--- src/rtl/lcd_window_sequencer.sv ---
// lcd_window_sequencer: streams a window-address command sequence then a pixel burst into byte/pixel serializer slots
module lcd_window_sequencer #(
  parameter int CW = 9
) (
  input  logic          clk,
  input  logic          rst,
  input  logic          start,
  input  logic [CW-1:0] x0,
  input  logic [CW-1:0] x1,
  input  logic [CW-1:0] y0,
  input  logic [CW-1:0] y1,
  input  logic          pix_valid,
  output logic          pix_ready,
  input  logic [15:0]   pix_data,
  output logic          d8_empty,
  output logic [7:0]    d8_data,
  input  logic          d8_read,
  output logic          d16_empty,
  output logic [15:0]   d16_data,
  input  logic          d16_read,
  input  logic          lcd_busy,
  output logic          lcd_dc,
  output logic          lcd_cs_n,
  output logic          busy,
  output logic          done,
  output logic          err
);
  localparam logic [2:0] IDLE = 3'd0, LOAD = 3'd1, WAITDC = 3'd2, PIX = 3'd3, DRAIN = 3'd4;
  logic [2:0] state;
  logic [3:0] idx;
  logic [15:0] cx0, cx1, cy0, cy1;
  logic [2*CW-1:0] rem;
  logic left;
  logic [CW-1:0] w, h;
  logic bad, tdc, pix_go;
  logic [7:0] byte_val;
  assign w = x1 - x0;
  assign h = y1 - y0;
  assign bad = (x1 < x0) || (y1 < y0);
  // index 11 stands for the pixel phase, which needs data mode
  assign tdc = !(idx == 4'd0 || idx == 4'd5 || idx == 4'd10);
  assign byte_val = idx == 4'd0  ? 8'h2A :
                    idx == 4'd1  ? cx0[15:8] :
                    idx == 4'd2  ? cx0[7:0] :
                    idx == 4'd3  ? cx1[15:8] :
                    idx == 4'd4  ? cx1[7:0] :
                    idx == 4'd5  ? 8'h2B :
                    idx == 4'd6  ? cy0[15:8] :
                    idx == 4'd7  ? cy0[7:0] :
                    idx == 4'd8  ? cy1[15:8] :
                    idx == 4'd9  ? cy1[7:0] : 8'h2C;
  assign pix_ready = (state == PIX) && d16_empty && left;
  assign pix_go = pix_valid && pix_ready;
  assign busy = state != IDLE;
  // rem holds pixels-remaining minus one so the full 2^(2*CW) window fits
  always_ff @(posedge clk) begin
    if (rst) begin
      state <= IDLE;
      idx <= 4'd0;
      cx0 <= 16'd0;
      cx1 <= 16'd0;
      cy0 <= 16'd0;
      cy1 <= 16'd0;
      rem <= '0;
      left <= 1'b0;
      d8_empty <= 1'b1;
      d16_empty <= 1'b1;
      d8_data <= 8'd0;
      d16_data <= 16'd0;
      lcd_dc <= 1'b1;
      lcd_cs_n <= 1'b1;
      done <= 1'b0;
      err <= 1'b0;
    end else begin
      done <= 1'b0;
      err <= 1'b0;
      if (d8_read) d8_empty <= 1'b1;
      if (d16_read) d16_empty <= 1'b1;
      case (state)
        IDLE: if (start) begin
          cx0 <= 16'(x0);
          cx1 <= 16'(x1);
          cy0 <= 16'(y0);
          cy1 <= 16'(y1);
          rem <= (2*CW)'(w) * (2*CW)'(h) + (2*CW)'(w) + (2*CW)'(h);
          idx <= 4'd0;
          left <= !bad;
          err <= bad;
          state <= bad ? IDLE : LOAD;
        end
        LOAD: if (tdc != lcd_dc) state <= WAITDC;
          else if (idx == 4'd11) state <= PIX;
          else if (d8_empty) begin
            d8_data <= byte_val;
            d8_empty <= 1'b0;
            lcd_cs_n <= 1'b0;
            idx <= idx + 4'd1;
          end
        WAITDC: if (d8_empty && d16_empty && !lcd_busy) begin
          lcd_dc <= tdc;
          state <= LOAD;
        end
        PIX: if (pix_go) begin
          d16_data <= pix_data;
          d16_empty <= 1'b0;
          rem <= rem - (2*CW)'(1);
          left <= rem != '0;
          state <= rem == '0 ? DRAIN : PIX;
        end
        DRAIN: if (d16_empty && !lcd_busy) begin
          lcd_cs_n <= 1'b1;
          done <= 1'b1;
          state <= IDLE;
        end
        default: state <= IDLE;
      endcase
    end
  end
endmodule
--- config.mk ---
export PLATFORM = sky130hd
export DESIGN_NAME = lcd_window_sequencer
export DESIGN_NICKNAME = d
export VERILOG_FILES = /design/src/rtl/lcd_window_sequencer.sv
export SDC_FILE = /design/constraint.sdc
export NUM_CORES = 1
export LEC_CHECK = 0
export CAP_MARGIN = 20
export CELL_PAD_IN_SITES_DETAIL_PLACEMENT = 1
export CELL_PAD_IN_SITES_GLOBAL_PLACEMENT = 1
export CORE_UTILIZATION = 43
export CTS_CLUSTER_DIAMETER = 40
export DETAILED_ROUTE_END_ITERATION = 10
export GPL_TIMING_DRIVEN = 0
export PLACE_DENSITY_LB_ADDON = 0.15
export SKIP_CTS_REPAIR_TIMING = 1
export SLEW_MARGIN = 20
export SYNTH_ARGS = -nofsm -noshare
export SYNTH_HDL_FRONTEND = slang
export SYNTH_SLANG_ARGS = --single-unit
--- constraint.sdc ---
create_clock -name clk -period 9.8 [get_ports clk]
set_clock_uncertainty 0.05 [all_clocks]
set_input_delay 1.47 -clock clk [delete_from_list [all_inputs] [get_ports clk]]
set_output_delay 1.47 -clock clk [all_outputs]
set_load 0.02 [all_outputs]
Yosys cells after proc, flatten, opt, wreduce, memory -nomap -nowiden
Cells that the tools add are included.
{"block": "totals", "wordCells": 128, "regBits": 92, "out_inout_bits": 32, "in_bits": 59}
{"block": "op_classes", "order_cmp": 2, "add_sub_neg": 6, "reduce_logical": 30, "mux": 44, "bitwise": 5, "mul": 1, "n_eq_ne": 24}
{"cell": "$mux W8", "n": 10}
{"cell": "$add A18 B9 Y18", "n": 2}
{"cell": "$mux W18", "n": 2}
{"cell": "$pmux W18 S2", "n": 1}
{"cell": "$mux W3", "n": 7}
{"cell": "$logic_not A18 Y1", "n": 1}
{"cell": "$lt A9 B9 Y1", "n": 2}
{"cell": "$mul A9 B9 Y18", "n": 1}
{"cell": "$reduce_bool A18 Y1", "n": 1}
{"cell": "$sub A18 B1 Y18 const B", "n": 1}
{"cell": "$sub A9 B9 Y9", "n": 2}
{"cell": "$eq A4 B3 Y1 const B", "n": 4}
{"cell": "$eq A4 B4 Y1 const B", "n": 4}
{"cell": "$mux W1", "n": 16}
{"cell": "$mux W4", "n": 4}
{"cell": "$pmux W3 S5", "n": 1}
{"cell": "$reduce_and A5 Y1", "n": 3}
{"cell": "$ne A2 B2 Y1 const B", "n": 7}
{"cell": "$eq A4 B2 Y1 const B", "n": 2}
{"cell": "$pmux W4 S2", "n": 1}
{"cell": "$eq A3 B2 Y1 const B", "n": 2}
{"cell": "$logic_and A1 B1 Y1", "n": 6}
{"cell": "$reduce_and A2 Y1", "n": 3}
{"cell": "$reduce_bool A2 Y1", "n": 3}
{"cell": "other kinds (17)", "n": 26}

Longest topological paths before layout
Gate-level depths: netlist of run 1.
{"block": "logic_depth", "word_depth": 11, "ltp_mapped": 28}

Worst setup path before layout of run 1
No wires, ideal clock.
{"block": "synth_path", "path_kind": "input-to-reg", "start": "input x1[0]", "end": "register rem[17]", "path_stages": 27, "t_arrival_ns": 7.346, "path_buffers": 0, "required_ns": 9.630, "slack_ns": 2.284, "setup_ns": 0.120, "path_cell_list": "inv_1 ha_1 inv_1 fa_1 a21o_1 a21oi_2 o211ai_1 a21o_1 a21oi_2 xor2_2 nand2b_1 fa_1 inv_1 fa_1 fa_1 fa_1 inv_1 fa_1 inv_1 ha_1 a21oi_1 nor2_1 a2111oi_4 o31ai_2 a221oi_2 xnor2_1 a21oi_1"}
{"block": "synth_between", "elab_chain_len": 6}
{"item": "start: declaration", "line_no": "9", "text": "input logic [CW-1:0] x1,"}
{"item": "$sub A9 B9 Y9 *", "line_no": "37", "text": "assign w = x1 - x0;"}
{"item": "$mul A9 B9 Y18", "line_no": "85", "text": "rem <= (2*CW)'(w) * (2*CW)'(h) + (2*CW)'(w) + (2*CW)'(h);"}
{"item": "$add A18 B9 Y18 * (2 in a row)", "line_no": "85"}
{"item": "$mux W18 *", "line_no": "80", "text": "IDLE: if (start) begin"}
{"item": "$pmux W18 S2 *", "line_no": "79", "text": "case (state)"}
{"item": "end signal: assignment", "line_no": "85"}
{"item": "end signal: assignment", "line_no": "106", "text": "rem <= rem - (2*CW)'(1);"}
{"item": "end: declaration", "line_no": "32", "text": "logic [2*CW-1:0] rem;"}
Mark *: on every way between the ends. The rest lies on a longest branch, timed or not. The select of a mux whose other input is x is not followed.
A chain may end at the register's enable or synchronous reset.

Worst setup path in the final report of run 1
{"block": "layout_path", "start": "input x0[0]", "end": "register rem[17]"}
{"block": "layout_between", "elab_chain_len": 6}
{"item": "start: declaration", "line_no": "8", "text": "input logic [CW-1:0] x0,"}
{"item": "$sub A9 B9 Y9 *", "line_no": "37"}
{"item": "$mul A9 B9 Y18", "line_no": "85"}
{"item": "$add A18 B9 Y18 * (2 in a row)", "line_no": "85"}
{"item": "$mux W18 *", "line_no": "80"}
{"item": "$pmux W18 S2 *", "line_no": "79"}
Marked as above.

==> impl_metrics.toml, run 1 <==
[hold_path]
min_path_type = "reg2reg"

[route]
detailroute.via_count = 7605
detail_route.iter0.violations = 389
first_pass_iters = 4
route.detailed.vias_per_inst = 5.39
ant_nets = 0
wire_length_per_cell_after_detailed_routing_um = 18.1
post-route-drc-count = 0
drt-total-wl_um = 25500

[synthesis]
yosysUniqueCellTypes = 78
synth_top_flop_cell = "dfxtp_1"
post_synth_most_frequent_cells = "nand2_1, inv_1, a21oi_1"
syn-mean-instance-area_um2 = 8.00
yosysMostFrequentCell = "nand2_1"
synth_top_cells_by_area = "dfxtp_1, fa_1, ha_1"
yosysWarningCount = 0
yosys.area.top_type = "dfxtp_1"
mappedNetlistArea_um2 = 8360
synthCells = 1045
yosysSeqAreaShare_pct = 22.0
synth_fp_nets = 1247
synth_seq_cells = 92
yosysTopAreaCellShare_pct = 22.0
synth_enable_flop_cells = 0
ys_async_sr_fraction_pct = 0

[worst_setup_path]
worst_setup_path_start_kind = "input pin"
crit_path_top_delay_cell = "fa_1"
path_max_fanout = 10
crit_path_max_incr_delay_ns = 0.51
worstPathRequired_ns = 9.98
critical_path.most_common_cell = "fa_1"
critical_path_class = "in2reg"
data_arrival_time_at_the_worst_slack_endpoint_ns = 8.64
critical_path.endpoint_type = "register"

[sta]
hold_viol = 0
count_of_final_setup_violators = 0
worst_slew_pin_slew_ns = 1.11
finalCritPeriodShare_pct = 86.3
timing.fmax_ghz = 0.118
time_the_final_worst_path_needs_with_i_o_delays_and_setup_ns = 8.46
rsz0062_at_grt = "no"
setup-tns-final_ns = 0
max-slew-margin-rel_pct = 25.2
timing.final.max_slew_violations = 0

[global_routing]
globalRouteOverflowTotal = 0
grt_pass1_vias = 7806
antenna_found_initial = 0
pin_count_of_the_biggest_net_entering_global_routing = 19
grt.total_usage_pct = 26.3
grt_pass1_wl_um = 41000

[floorplanning]
die_height_um = 141
area_of_the_core_region_um2 = 18900
initial_utilization_pct = 44.3
std_cell_rows = 50
die_w_um = 141
ioPinCount = 91
die-area_um2 = 20000

[clock_tree]
cts.sinks = 92
clockBufferDepth = 2
clkLatencyLatePin_ns = 0.36
clkTransAtPathRegs_ns = 0.07
tritoncts = "done"
cts_inserted_buffers = 9
cts_root_buf = "clkbuf_16"
htree_levels = 3

[finish]
filler_cells = 2374
antenna_cells_inserted = 0
fin_nets = 1348
area_growth_syn_to_layout_pct = 18.3
drive_gt1_share_pct = 5.13

[outcome]
status = "complete, no violations"

[placed_design]
finalWeightedCongestion = 0.967
port_buffers = 90
place.detailed.hpwl_um = 20300

[run]
max_cap_violations = 0
cell type report:
cell class                 instances  area, µm²  area share, %
timing repair buffer              90        901           9.11
buffer                            40        191           1.94
inverter                         142        533           5.39
sequential                        92       1840           18.6
clock inverter                     7       70.1          0.709
multi-input combinational        771       5800           58.7
clock buffer                       9        225           2.28
tap                              260        325           3.29
worst max-delay path, delay by kind of cell:
kind | cells | cell delay [ns]
fa+ha+maj | 8 | 3.29
simple gates | 2 | 0.33
buf+inv | 5 | 0.73
xor+xnor | 2 | 0.73
compound gates | 10 | 2.07
state kept, by name, indices dropped and copies added (netlist names), 3 cells and up:
signal and cells:
rem 18, d16_data 16, cx0 9, cx1 9
cy0 9, cy1 9, d8_data 8, idx 4
state 3
final timing paths:
path                       startpoint                        to  slack (ns)  cells past startpoint
max                             x0[0]      rem[17]$_SDFFE_PP0P_        1.34                     27
min          d16_data[1]$_SDFFE_PP0P_  d16_data[1]$_SDFFE_PP0P_        0.40                      2
max reg2reg       idx[0]$_SDFFE_PP0P_   d8_data[6]$_SDFFE_PP0P_        7.33                      8
min reg2reg  d16_data[1]$_SDFFE_PP0P_  d16_data[1]$_SDFFE_PP0P_        0.40                      2
cells in the final DEF (no fill, tap or decap), types with 10 or more instances in the layout:
cell / netlist / final
ha_1: 76 / 76
a21oi_1: 100 / 100
nand2b_1: 18 / 18
clkdlybuf4s50_1: 0 / 90
inv_1: 142 / 142
o21ai_0: 34 / 34
nand2_1: 161 / 161
nor2_1: 94 / 94
nor3_1: 11 / 11
xor2_1: 10 / 10
nand3_1: 16 / 16
fa_1: 67 / 67
dfxtp_1: 92 / 92
clkbuf_1: 27 / 27
xnor2_1: 14 / 13
per-layer routing:
layer	global-route usage, %	vias to the layer above	wire length [µm]
met4	5.72	0	378
met5	0	-	0
met3	3.41	27	962
met2	43.4	182	11500
met1	36.9	3735	12600
li1	-	3661	-
metrics by stage:
step                hold WS, ns  std cells  setup WS (ns)  util [%]  cell area (µm²)
floorplan                 0.381       1045           2.28         -             8360
global route              0.424       1411          0.913      52.3             9890
global placement          0.392       1395           1.08      50.7             9590
finish                    0.403       1411           1.34      52.3             9890
detailed placement        0.398       1395           1.01      50.7             9590
CTS                       0.409       1411           1.35      52.3             9880
cell families after synthesis:
group           share of synthesized area (%)
compound gates                           18.9
xor+xnor                                 3.68
fa+ha+maj                                27.4
buf+inv                                  8.67
flops                                    22.0
mux                                     0.359
simple gates                             19.0
Power of run 1 is not shown: default switching activity piles up to over one toggle a cycle in this logic, so the estimate is an artifact.
==> run 2: changes to the inputs <==
--- a/config.mk
+++ b/config.mk
@@ -11,7 +11,8 @@
 export CORE_UTILIZATION = 43
 export CTS_CLUSTER_DIAMETER = 40
 export DETAILED_ROUTE_END_ITERATION = 10
-export GPL_TIMING_DRIVEN = 0
+export GPL_TIMING_DRIVEN = 1
+export MAX_ROUTING_LAYER = met4
 export PLACE_DENSITY_LB_ADDON = 0.15
 export SKIP_CTS_REPAIR_TIMING = 1
 export SLEW_MARGIN = 20
==> run 2 against run 1 <==
Against the previous run: non-clock buffer count down 33; worst setup slack gained 0.27 ns; register-to-register slack lost 0.43 ns; count of clock-buffer cells in the layout up 1; global-route usage down 1.2 points; sequential cell count stayed put; critical endpoint unchanged.
==> impl_metrics.toml, run 2 (synthesis results as in run 1) <==
[worst_setup_path]
critical_path_class = "in2reg"
crit_path_top_delay_cell = "fa_1"
crit_path_max_incr_delay_ns = 0.51
path_max_fanout = 10
worst_setup_path_start_kind = "input pin"
critical_path.endpoint_type = "register"
crit_cells = 27
data_arrival_time_at_the_worst_slack_endpoint_ns = 8.37
critical_path.most_common_cell = "fa_1"
worstPathRequired_ns = 9.98
ff2ff_path_depth = 9
worst-path-buf-inv = 5
critical_path.top_delay_family = "adder cells"

[clock_tree]
htree_levels = 3
cts.sinks = 92
clkTransAtPathRegs_ns = 0.07
cts_inserted_buffers = 9
clkLatencyLatePin_ns = 0.35
tritoncts = "done"
cts_root_buf = "clkbuf_16"
clockBufferDepth = 2

[sta]
worst_slew_pin_slew_ns = 0.987
setup-tns-final_ns = 0
rsz0062_at_grt = "no"
hold_viol = 0
count_of_final_setup_violators = 0
hold_ws_ns = 0.406
timing.final.max_slew_violations = 0
finalCritPeriodShare_pct = 83.6
time_the_final_worst_path_needs_with_i_o_delays_and_setup_ns = 8.19
timing.fmax_ghz = 0.122
max-slew-margin-rel_pct = 33.7

[floorplanning]
area_of_the_core_region_um2 = 18900
die_height_um = 141
die-area_um2 = 20000
ioPinCount = 91
initial_utilization_pct = 44.3
die_w_um = 141
std_cell_rows = 50

[route]
ant_nets = 0
drt-total-wl_um = 23400
detailroute.via_count = 7310
wire_length_per_cell_after_detailed_routing_um = 16.9
route.detailed.vias_per_inst = 5.30
first_pass_iters = 4
detail_route.iter0.violations = 329
post-route-drc-count = 0

[finish]
largest_register_ff_count = 18
registers.top_by_ff_count = "rem"
drive_gt1_share_pct = 5.01
mostFrequentLayoutCell = "nand2_1"
layout.core_utilization_pct = 51.6
top_regs = "rem (18), d16_data (16)"
fin_nets = 1315
finalNonFillerCells = 1379
area_growth_syn_to_layout_pct = 16.6
final_cell_mix = "nand2_1, inv_1, a21oi_1"

[global_routing]
grt.total_usage_pct = 25.2
antenna_found_initial = 1
pin_count_of_the_biggest_net_entering_global_routing = 80
grt_pass1_vias = 7542
globalRouteOverflowTotal = 0
grt_pass1_wl_um = 38800

[hold_path]
min_path_type = "reg2reg"
hold-path-cell-count = 2

[outcome]
status = "complete, no violations"

[run]
max_cap_violations = 0

[placed_design]
finalWeightedCongestion = 0.863
port_buffers = 90
post-place-cells = 1362
place.detailed.hpwl_um = 18400
## run 2: cell types whose count changed in the layout (fill, tap and decap cells not counted), moves of 2 or more
cell and delta:
clkbuf_1 -27, inv_8 -2, buf_2 -5, buf_1 -2, buf_4 +6, buf_6 -4
## run 2: final cells by class
class	instances	area, µm²
antenna	1	2.50
clock buffer	10	239
clock inverter	6	57.6
fill	2366	9150
inverter	142	533
multi-input combinational	771	5800
sequential	92	1840
tap	260	325
timing repair buffer	97	948
## run 2: worst min-delay path, cell delays in order, from the launching register on
cell	delay [ns]
dfxtp_1	0.31
nand2_1	0.05
a21oi_1	0.05
## run 2: metrics by stage
step                worst slack [ns]  cell area, µm²
detailed placement              1.27            9450
finish                          1.61            9750
global placement                1.48            9450
floorplan                       2.28            8360
CTS                             1.61            9740
global route                    1.25            9750
## run 2: path summary, 6_finish.rpt
check / start / endpoint / slack [ns]
worst max-delay path: x0[0] / rem[17]$_SDFFE_PP0P_ / 1.61
worst min-delay path: d16_data[11]$_SDFFE_PP0P_ / d16_data[11]$_SDFFE_PP0P_ / 0.41
worst max register to register: idx[0]$_SDFFE_PP0P_ / d8_data[5]$_SDFFE_PP0P_ / 6.90
worst min register to register: d16_data[11]$_SDFFE_PP0P_ / d16_data[11]$_SDFFE_PP0P_ / 0.41
## run 2: layer usage
metal  GRT usage (%)  wire length (µm)  share of wire [%]
met5               -                 0                  0
met4            5.60               315                1.3
met3            3.64               943                4.0
met2            38.8             10300                 44
met1            34.9             11800                 50
Power of run 2 is left out for the same reason.
==> run 3: changes to the inputs <==
==> constraint.sdc (replaced) <==
create_clock -name clk -period 8.2 [get_ports clk]
set_clock_uncertainty 0.05 [all_clocks]
set_input_delay 1.23 -clock clk [delete_from_list [all_inputs] [get_ports clk]]
set_output_delay 1.23 -clock clk [all_outputs]
set_load 0.02 [all_outputs]
==> run 3 against run 2 <==
Against the previous run: final cell count increased by 0.65%; core utilization increased by 0.39 points; register-to-register slack got worse by 1.7 ns; die area unchanged; count of clock-buffer cells in the layout decreased by 1; critical path depth unchanged; non-clock buffer count increased by 10; sequential share of layout area decreased by 0.14 points; cell area increased by 0.76%; first-iteration DRC count decreased by 5.8%.
==> impl_metrics.toml, run 3 (synthesis results as in run 1) <==
[finish]
drive_gt1_share_pct = 5.94
layout.core_utilization_pct = 52.0
largest_register_ff_count = 18
top_regs = "rem (18), d16_data (16)"
filler_cells = 2343
mostFrequentLayoutCell = "nand2_1"
fin_nets = 1325
area_growth_syn_to_layout_pct = 17.5
antenna_cells_inserted = 0
final_cell_mix = "nand2_1, inv_1, a21oi_1"
registers.top_by_ff_count = "rem"

[sta]
hold_viol = 0
rsz0062_at_grt = "no"
setup-tns-final_ns = 0
timing.final.max_slew_violations = 0
timing.fmax_ghz = 0.129
worst_slew_pin_slew_ns = 0.809
count_of_final_setup_violators = 0
max-slew-margin-rel_pct = 46.1
time_the_final_worst_path_needs_with_i_o_delays_and_setup_ns = 7.78
finalCritPeriodShare_pct = 94.9

[outcome]
status = "complete, no violations"

[clock_tree]
tritoncts = "done"
htree_levels = 3
clockBufferDepth = 2
clkTransAtPathRegs_ns = 0.07
cts_root_buf = "clkbuf_16"
clkLatencyLatePin_ns = 0.35
cts.sinks = 92
cts_inserted_buffers = 9

[global_routing]
grt_pass1_wl_um = 38700
pin_count_of_the_biggest_net_entering_global_routing = 75
grt_pass1_vias = 7451
grt.total_usage_pct = 25.3
globalRouteOverflowTotal = 0
antenna_found_initial = 0

[route]
drt-total-wl_um = 23800
route.detailed.vias_per_inst = 5.33
detail_route.iter0.violations = 310
first_pass_iters = 4
post-route-drc-count = 0
detailroute.via_count = 7402
ant_nets = 0
wire_length_per_cell_after_detailed_routing_um = 17.1

[worst_setup_path]
path_max_fanout = 4
critical_path.endpoint_type = "register"
ff2ff_path_depth = 9
worst-r2r-setup-slack_ns = 5.25
worstPathRequired_ns = 8.38
worst_setup_path_start_kind = "input pin"
critical_path_class = "in2reg"
rr_startpoint = "idx[0]$_SDFFE_PP0P_"
data_arrival_time_at_the_worst_slack_endpoint_ns = 7.96
r2r_end = "d8_data[3]$_SDFFE_PP0P_"

[floorplanning]
std_cell_rows = 50
initial_utilization_pct = 44.3
die-area_um2 = 20000
area_of_the_core_region_um2 = 18900
ioPinCount = 91
die_height_um = 141
die_w_um = 141

[run]
max_cap_violations = 0

[hold_path]
min_to = "cx1[5]$_SDFFE_PP0P_"
min_path_type = "reg2reg"
hold-path-cell-count = 2
hold_start = "cx1[5]$_SDFFE_PP0P_"

[placed_design]
port_buffers = 90
finalWeightedCongestion = 0.842
place.detailed.hpwl_um = 18900
-- run 3: metrics by stage --
step / std cells / setup WS [ns] / instance area (µm²) / hold slack (ns)
finish: 1388 / 0.420 / 9820 / 0.402
global route: 1388 / 0.00659 / 9820 / 0.422
CTS: 1388 / 0.391 / 9820 / 0.406
detailed placement: 1372 / 0.0306 / 9520 / 0.396
global placement: 1372 / 0.270 / 9520 / 0.392
floorplan: 1045 / 0.924 / 8360 / 0.381
-- run 3: routing by layer --
metal	vias up	wire length, µm	track usage, %
met5	-	0	-
met4	0	366	5.60
met3	19	865	2.63
met2	144	10400	39.5
met1	3625	12100	35.5
li1	3614	-	-
-- run 3: how the worst max path moves through the flow --
stage / from / to / slack [ns] / cells past startpoint
4_1_cts: x0[0] / rem[17]$_SDFFE_PP0P_ / 0.39 / 27
5_1_grt: x0[1] / rem[14]$_SDFFE_PP0P_ / 0.007 / 28
3_5_place_dp: x0[0] / rem[17]$_SDFFE_PP0P_ / 0.03 / 27
3_3_place_gp: x0[0] / rem[17]$_SDFFE_PP0P_ / 0.27 / 27
2_1_floorplan: x1[0] / rem[17]$_SDFFE_PP0P_ / 0.92 / 27
6_report: x0[0] / rem[17]$_SDFFE_PP0P_ / 0.42 / 27
-- run 3: cell type report --
cell class | instances | area [µm²] | area share, %
multi-input combinational | 771 | 5800 | 59.1
clock buffer | 9 | 225 | 2.29
sequential | 92 | 1840 | 18.8
tap | 260 | 325 | 3.31
inverter | 142 | 533 | 5.43
clock inverter | 7 | 70.1 | 0.713
timing repair buffer | 107 | 1020 | 10.4
-- run 3: worst max-delay path: stages --
cell and delay (ns):
clkdlybuf4s50_1 0.48, ha_1 0.22, inv_1 0.07, fa_1 0.40, a21o_1 0.21, a21oi_2 0.16, o211ai_1 0.16, a21o_1 0.21
a21oi_2 0.18, xor2_2 0.11, nand2b_1 0.18, fa_1 0.55, inv_1 0.05, fa_1 0.49, fa_1 0.51, fa_1 0.50
inv_1 0.05, fa_1 0.47, inv_1 0.04, ha_1 0.34, a21oi_1 0.26, nor2_1 0.11, a2111oi_4 0.29, o31ai_2 0.15
a221oi_2 0.29, xnor2_1 0.16, a21oi_1 0.09
Power of run 3 is left out for the same reason.
